--- src/rtl/uart_mmio_pkg.sv ---
// Shared register map, STATUS bit positions and transmitter state encoding
// for the memory-mapped UART transmitter.
package uart_mmio_pkg;

  localparam logic [3:0] REG_TXDATA = 4'h0;
  localparam logic [3:0] REG_STATUS = 4'h4;
  localparam logic [3:0] REG_CTRL   = 4'h8;

  localparam int unsigned STAT_FULL   = 0;
  localparam int unsigned STAT_EMPTY  = 1;
  localparam int unsigned STAT_BUSY   = 2;
  localparam int unsigned STAT_OVF    = 3;
  localparam int unsigned STAT_CNT_LO = 4;
  localparam int unsigned STAT_CNT_HI = 7;

  typedef enum logic [1:0] {
    S_IDLE  = 2'd0,
    S_START = 2'd1,
    S_DATA  = 2'd2,
    S_STOP  = 2'd3
  } tx_state_t;

endpackage

--- src/rtl/sync_fifo.sv ---
// Single-clock FIFO with first-word-fall-through read and synchronous reset.
// A push into a full FIFO is accepted only when a pop happens on the same edge.
module sync_fifo #(
  parameter int unsigned WIDTH = 8,
  parameter int unsigned DEPTH = 8,
  localparam int unsigned AW = $clog2(DEPTH),
  localparam int unsigned CW = AW + 1
) (
  input  logic             clk,
  input  logic             reset,
  input  logic             push,
  input  logic             pop,
  input  logic [WIDTH-1:0] din,
  output logic [WIDTH-1:0] dout,
  output logic             full,
  output logic             empty,
  output logic [CW-1:0]    count
);

  logic [WIDTH-1:0] mem [DEPTH];
  logic [AW-1:0]    wr_ptr;
  logic [AW-1:0]    rd_ptr;
  logic             do_push;
  logic             do_pop;

  assign full    = (count == CW'(DEPTH));
  assign empty   = (count == '0);
  assign do_pop  = pop & ~empty;
  assign do_push = push & (~full | do_pop);
  assign dout    = mem[rd_ptr];

  always_ff @(posedge clk) begin
    if (do_push) begin
      mem[wr_ptr] <= din;
    end
  end

  always_ff @(posedge clk) begin
    if (reset) begin
      wr_ptr <= '0;
      rd_ptr <= '0;
      count  <= '0;
    end else begin
      if (do_push) begin
        wr_ptr <= wr_ptr + 1'b1;
      end
      if (do_pop) begin
        rd_ptr <= rd_ptr + 1'b1;
      end
      case ({do_push, do_pop})
        2'b10:   count <= count + 1'b1;
        2'b01:   count <= count - 1'b1;
        default: count <= count;
      endcase
    end
  end

endmodule

--- src/rtl/uart_tx_mmio.sv ---
// Memory-mapped 8N1 UART transmitter: bus decode, sticky overflow flag,
// TX FIFO and the start/data/stop serialiser.
module uart_tx_mmio
  import uart_mmio_pkg::*;
#(
  parameter logic [31:0] BASE_ADDR    = 32'hFFFF_0000,
  parameter int unsigned CLKS_PER_BIT = 868,
  parameter int unsigned FIFO_DEPTH   = 8
) (
  input  logic        clk,
  input  logic        reset,
  input  logic        MemWrite,
  input  logic [31:0] Mem_WrAddr,
  input  logic [31:0] Mem_WrData,
  output logic [31:0] ReadData,
  output logic        hit,
  output logic        tx,
  output logic        tx_busy
);

  localparam int unsigned CNT_W = $clog2(CLKS_PER_BIT);
  localparam int unsigned FCW   = $clog2(FIFO_DEPTH) + 1;

  tx_state_t        state;
  logic [CNT_W-1:0] bit_cnt;
  logic [2:0]       bit_idx;
  logic [7:0]       shift;
  logic             overflow;

  logic [3:0]       offset;
  logic             push_req;
  logic             ovf_set;
  logic             ovf_clr;
  logic             bit_last;

  logic             fifo_pop;
  logic [7:0]       fifo_dout;
  logic             fifo_full;
  logic             fifo_empty;
  logic [FCW-1:0]   fifo_count;
  logic [31:0]      status;
  logic             unused_wrdata;

  assign offset        = Mem_WrAddr[3:0];
  assign hit           = (Mem_WrAddr[31:4] == BASE_ADDR[31:4]);
  assign push_req      = MemWrite & hit & (offset == REG_TXDATA);
  assign ovf_clr       = MemWrite & hit & (offset == REG_CTRL) & Mem_WrData[0];
  assign fifo_pop      = (state == S_IDLE) & ~fifo_empty;
  assign ovf_set       = push_req & fifo_full & ~fifo_pop;
  assign bit_last      = (bit_cnt == CNT_W'(CLKS_PER_BIT - 1));
  assign unused_wrdata = ^Mem_WrData[31:8];

  sync_fifo #(
    .WIDTH (8),
    .DEPTH (FIFO_DEPTH)
  ) u_fifo (
    .clk   (clk),
    .reset (reset),
    .push  (push_req),
    .pop   (fifo_pop),
    .din   (Mem_WrData[7:0]),
    .dout  (fifo_dout),
    .full  (fifo_full),
    .empty (fifo_empty),
    .count (fifo_count)
  );

  always_comb begin
    status                          = '0;
    status[STAT_FULL]               = fifo_full;
    status[STAT_EMPTY]              = fifo_empty;
    status[STAT_BUSY]               = tx_busy;
    status[STAT_OVF]                = overflow;
    status[STAT_CNT_HI:STAT_CNT_LO] = 4'(fifo_count);
    ReadData                        = '0;
    if (hit && (offset == REG_STATUS)) begin
      ReadData = status;
    end
  end

  always_ff @(posedge clk) begin
    if (reset) begin
      overflow <= 1'b0;
    end else if (ovf_set) begin
      overflow <= 1'b1;
    end else if (ovf_clr) begin
      overflow <= 1'b0;
    end
  end

  always_ff @(posedge clk) begin
    if (reset) begin
      state   <= S_IDLE;
      tx      <= 1'b1;
      tx_busy <= 1'b0;
      bit_cnt <= '0;
      bit_idx <= '0;
      shift   <= '0;
    end else begin
      case (state)
        S_IDLE: begin
          if (fifo_pop) begin
            shift   <= fifo_dout;
            tx      <= 1'b0;
            tx_busy <= 1'b1;
            bit_cnt <= '0;
            state   <= S_START;
          end
        end
        S_START: begin
          if (bit_last) begin
            bit_cnt <= '0;
            bit_idx <= '0;
            tx      <= shift[0];
            state   <= S_DATA;
          end else begin
            bit_cnt <= bit_cnt + 1'b1;
          end
        end
        S_DATA: begin
          if (bit_last) begin
            bit_cnt <= '0;
            if (bit_idx == 3'd7) begin
              tx    <= 1'b1;
              state <= S_STOP;
            end else begin
              shift   <= {1'b0, shift[7:1]};
              tx      <= shift[1];
              bit_idx <= bit_idx + 1'b1;
            end
          end else begin
            bit_cnt <= bit_cnt + 1'b1;
          end
        end
        S_STOP: begin
          if (bit_last) begin
            bit_cnt <= '0;
            tx_busy <= 1'b0;
            state   <= S_IDLE;
          end else begin
            bit_cnt <= bit_cnt + 1'b1;
          end
        end
        default: state <= S_IDLE;
      endcase
    end
  end

endmodule

--- config.mk ---
export PLATFORM = sky130hd
export DESIGN_NAME = uart_tx_mmio
export DESIGN_NICKNAME = d
export VERILOG_FILES = /design/src/rtl/uart_mmio_pkg.sv /design/src/rtl/sync_fifo.sv /design/src/rtl/uart_tx_mmio.sv
export SDC_FILE = /design/constraint.sdc
export NUM_CORES = 1
export LEC_CHECK = 0
export BUFFER_PORTS_ARGS = -buffer_cell sky130_fd_sc_hd__buf_2
export CAP_MARGIN = 20
export CORE_UTILIZATION = 59
export CTS_CLUSTER_SIZE = 10
export DETAILED_ROUTE_END_ITERATION = 10
export PLACE_DENSITY = 0.82
export SYNTH_ARGS = -nofsm -noshare
export SYNTH_HDL_FRONTEND = slang
export SYNTH_HIERARCHICAL = 1
export SYNTH_SLANG_ARGS = --single-unit
--- constraint.sdc ---
create_clock -name clk -period 7.6 [get_ports clk]
set_input_delay 1.52 -clock clk [delete_from_list [all_inputs] [get_ports clk]]
set_output_delay 1.52 -clock clk [all_outputs]
set_load 0.005 [all_outputs]
# Word level (Yosys, flattened, before mapping)
# Memories as Yosys holds them, arrays and structs flattened. A register that Yosys moved wholly into a read port is not among the register bits.
# Cells that the tools add are included.
[totals]
regBits = 36
latchBits = 0
mem_bits_rw = 64
mem_bits_ro = 0
out_inout_bits = 35
memories = 1
[classes]
addsub = 6
n_mul = 0
n_div = 0
n_lt_le_gt_ge = 0
n_eq_ne = 17
n_shift = 0
n_mux = 33
n_bitwise = 13
reduce_logical = 16
[memory_table]
columns = ["name", "depth", "word_bits", "read_ports", "rd_ports_with_merged_regs", "write_ports", "line", "rtl"]
rows = [
  ["u_fifo.mem", 8, 8, 1, 1, 1, "sync_fifo.sv:20", "logic [WIDTH-1:0] mem [DEPTH];"],
]
[ops]
columns = ["op", "count"]
rows = [
  ["$mux 8", 4],
  ["$eq 28x28->1 const B", 1],
  ["$mux 10", 2],
  ["$pmux 10 s2", 1],
  ["$pmux 8 s2", 1],
  ["$mux 3", 5],
  ["$ne 2x2->1 const B", 6],
  ["$reduce_and 4->1", 3],
  ["$add 10x1->10 const B", 1],
  ["$eq 10x10->1 const B", 1],
  ["$mux 1", 10],
  ["$mux 2", 5],
  ["$reduce_bool 2->1", 5],
  ["$add 3x1->3 const B", 3],
  ["$and 1x1->1", 9],
  ["$eq 4x4->1 const B", 2],
  ["$logic_not 4->1", 2],
  ["$pmux 2 s4", 1],
  ["$pmux 4 s2", 1],
  ["$eq 2x2->1 const B", 3],
  ["$pmux 3 s2", 1],
  ["$reduce_and 5->1", 1],
  ["$add 4x1->4 const B", 1],
  ["$eq 2x1->1 const B", 2],
  ["12 further kinds", 14],
]

# Depth between registers and ports, before layout
[depth]
depth_word = 8
mapped_depth = 14
ltp_nobuf = 12

# Hierarchy
# The synthesis kept the hierarchy.
[by_module_without_submodules]
columns = ["mod", "n_inst", "cells_per_inst", "area_per_inst_um2", "seq_area_each_um2"]
rows = [
  ["sync_fifo", 1, 179, 3215.6, 2182.1],
  ["uart_tx_mmio", 1, 213, 1755.4, 520.5],
]

# Worst setup path after synthesis
# Ideal clock, no wire load.
[synth_timing]
path_kind = "input -> output"
from = "in Mem_WrAddr[6]"
to = "out ReadData[0]"
arrival_time_ns = 2.924
t_required_ns = 6.080
setup_slack_ns = 3.156
cell_stages = 5
n_path_buf = 0
path_cell_list = "nor4_2 > nand4_1 > or4_4 > nor4_4 > and2_1"
[synth_between]
elab_chain_len = 3
[synth_lines]
columns = ["element", "line", "rtl"]
rows = [
  ["from (decl)", "uart_tx_mmio.sv:13", "input logic [31:0] Mem_WrAddr,"],
  ["$eq 28x28->1", "uart_tx_mmio.sv:45", "assign hit = (Mem_WrAddr[31:4] == BASE_ADDR[31:4]);"],
  ["$logic_and 1x1->1", "uart_tx_mmio.sv:76", "if (hit && (offset == REG_STATUS)) begin"],
  ["$mux 8", "uart_tx_mmio.sv:76", ""],
  ["to (decl)", "uart_tx_mmio.sv:15", "output logic [31:0] ReadData,"],
]
# Every way passes these cells.

# Final worst setup path
[layout_timing]
from = "in Mem_WrAddr[5]"
to = "out ReadData[7]"
# The elaborated chain is that of the path after synthesis.

==> run summary <==
## Outcome
• result of the run: finished clean

## Layout
• area overhead of the layout relative to synthesis: 8.734%
• Finished Cell Area: 0.005405 mm^2
• share of cells above drive strength 1: 0.2220
• post-layout net count: 521
• antenna diode count: 0

## Clocking
• Post-CTS Hold Fix Bufs: 0
• post-CTS setup buffer count: 0
• TritonCTS sink count: 103
• clock tree root driver cell: clkbuf_8
• latest clock arrival within the worst-skew pair: 0.36 ns
• Clock Path Buffers: 2
• total CTS buffers: 9
• clock tree from TritonCTS: done
• number of gates given a new drive strength after cts: 0
• Worst-path clk slew: 0.10 ns
• CTS H-tree lvls: 3

## Critical path
• critical path fanouts, max: 8
• Crit path buffers/inverters: 2
• sequence of cells on the critical path: buf_2 -> nor4_2 -> nand4_1 -> or4_4 -> nor4_4 -> and2_1 -> buf_2
• Largest stage delay, worst path: 0.60 ns
• critical path's slowest cell: or4_4
• Critical Path Start Type: input pin
• Critical Path RT: 6.08 ns
• CP Class: input pin to output port
• kind of cell adding the most delay to the critical path: simple AND/OR/NAND/NOR gates
• Critical Path Sink Type: output port
• arrival time worst endpoint: 3.33 ns
• crit-path most repeated cell: buf_2

## Pwr
• leakage power: 1.983 nW
• Max rail drop VDD: 0.0001217 V
• Power Density: 230.4 mW/mm^2

## Synth
• gate count of the mapped netlist: 392
• leading cell types by total area after synthesis: edfxtp_1, dfxtp_1, mux4_1
• post-synth design cell area: 0.004971 mm^2
• share of the synthesized area in the top cell type: 0.3866
• cell accounting for the most synthesized area: edfxtp_1
• Most used DFF post-synth: edfxtp_1
• fraction of the yosys area taken by sequential cells: 0.5437
• flip-flop and latch count after synthesis: 103
• average cell area after synthesis: 12.68 um^2
• distinct cell type count of the synthesized netlist: 59
• number of enable flip-flop cells after synthesis: 64
• Synthesis Warnings: 6
• share of synthesized flip-flops with an asynchronous set or reset: 0

## Routing
• routed vias: 3093
• Post-route DRC: 0
• number of violations reported at the end of detailed-routing iteration 0: 92
• antenna-violating nets left: 0
• total wirelength of the detailed-routed design: 8913 um
• Detailed Routing Iterations Pass 1: 4
• Routed wire per std cell: 16.18 um
• DR vias/cell: 5.613

## STA
• Fin Hold WS: 0.4697 ns
• f_max: 206.4 MHz
• max-slew violation count: 0
• Max-Slew Margin vs Limit: 0.3504
• count of endpoints failing setup in the final report: 0
• Final Worst Setup Slack: 2.754 ns
• setup repair after global routing missed its margin: no
• worst setup skew after layout: 0.01415 ns
• sum of negative setup slack: 0 ns
• slew of the pin with the lowest slew margin: 0.9708 ns
• final worst path period need: 4.846 ns
• final-report hold violation count: 0
• final worst-path cycle share: 0.6376

## Hold path
• Hold/Removal Path Class: register to register

## Global routing
• initial antenna violation count: 0
• aggregate global routing overflow: 0
• vias in the first global route: 2925
• global-route total usage across every layer: 0.2155
• wire length of the first global-routing pass: 14070 um
• largest net degree at the start of global routing: 39

## Place
• weighted congestion at the end of routability-driven global placement: 0.7920
• instance area after placement: 0.005205 mm^2
• Port Buffer Count: 53
• sum of net half-perimeters after detailed placement: 6014 um
• Setup Slack @ Placement: 2.755 ns

## Floorplanning
• Placement Rows: 33
• Core Footprint: 0.008175 mm^2
• effective utilization at floorplan: 0.6081
• overall die area: 0.008797 mm^2
• die span in y: 93.79 um
• horizontal extent of the die: 93.79 um
• I/O pin total: 102

## Run
• maximum capacitance violations: 0

per-layer routing:
metal,track usage,wire (um)
met1,0.2751,3938
met2,0.3662,4650
met3,0.04450,269
met4,0.07179,54
met5,0,0
metrics by stage:
stage	utilization	instances	total power, mW
2_1_floorplan	-	415	0.8670
3_3_place_gp	0.6367	535	0.9032
3_5_place_dp	0.6367	535	0.9160
4_1_cts	0.6612	551	1.254
5_1_grt	0.6612	551	1.310
6_report	0.6612	551	1.245
path summary, 6_finish.rpt:
check | start | slack (ns) | cells after the start | to
max | Mem_WrAddr[5] | 2.75 | 7 | ReadData[7]
min reg2reg | bit_idx[1] | 0.47 | 2 | bit_idx[1]
max reg2reg | u_fifo/count[0] | 4.16 | 7 | u_fifo/mem[2][0]
min | bit_idx[1] | 0.47 | 2 | bit_idx[1]
sequential cells by signal, indices dropped and copies added (netlist names), named ones only:
register,count
bit_cnt,10
bit_idx,3
overflow,1
shift,8
state,2
tx,1
tx_busy,1
u_fifo/count,4
u_fifo/mem,64
u_fifo/rd_ptr,3
u_fifo/wr_ptr,3
cells in the final DEF, fill, tap and decap left out, types with 5 or more instances in the layout:
master,Yosys,final
mux2_2,8,8
mux2i_1,12,12
o21ai_0,8,8
edfxtp_1,64,64
dfxtp_1,39,39
a211oi_1,9,9
conb_1,1,24
mux4_1,16,16
nand2_1,25,25
nor2_1,39,39
and2_1,11,11
inv_1,10,10
a21oi_1,10,10
a31oi_1,5,5
nand4_1,8,8
clkbuf_8,0,9
ha_1,12,12
buf_2,7,53
nand2b_1,5,5
where the power goes:
group | internal [mW] | leakage [nW] | total [mW] | switching, mW
registers | 0.623 | 0.890 | 0.652 | 0.0291
clock network | 0.133 | 0.103 | 0.340 | 0.207
logic | 0.0997 | 0.990 | 0.253 | 0.153
worst reg2reg max path, stage by stage (launching register included):
cell and delay, ns:
dfxtp_1 0.47, or3_1 0.33, nor2_1 0.22, nor2_1 0.54
nand2b_1 0.31, o21ai_2 0.10, or2_2 0.33, nor2_1 0.75
final cells by class:
type	instances	area (um^2)
fill	587	2770
sequential	103	2703
multi-input combinational	260	2038
timing repair buffer	57	295.3
tap	105	131.4
clock buffer	9	123.9
clock inverter	7	76.32
inverter	10	37.54
cell usage after synthesis (4+ instances only):
cell type and number:
edfxtp_1 64, o211ai_1 4, nand4_1 8, and2_1 11
a21oi_1 10, mux4_1 16, o21ai_0 8, inv_1 10
mux2_2 8, nand2b_1 5, ha_1 12, clkbuf_1 7
nand2_1 25, xor2_1 4, mux2i_1 12, nor3_1 4
dfxtp_1 39, a31oi_1 5, nor2_1 39, nand3_1 4
a211oi_1 9, buf_2 7, buf_4 24
cells by family after synthesis:
kind of cell	Yosys count	share of synthesized area
adders and majority gates	13	0.03423
DFF	103	0.5437
AOI/OAI and AO/OA	53	0.07652
and+or+nand+nor	127	0.1420
other	1	0.0007544
buffers and inverters	52	0.06368
xor gates and xnor gates	7	0.01233
muxes	36	0.1269
Power figures use the tool's default switching activity.
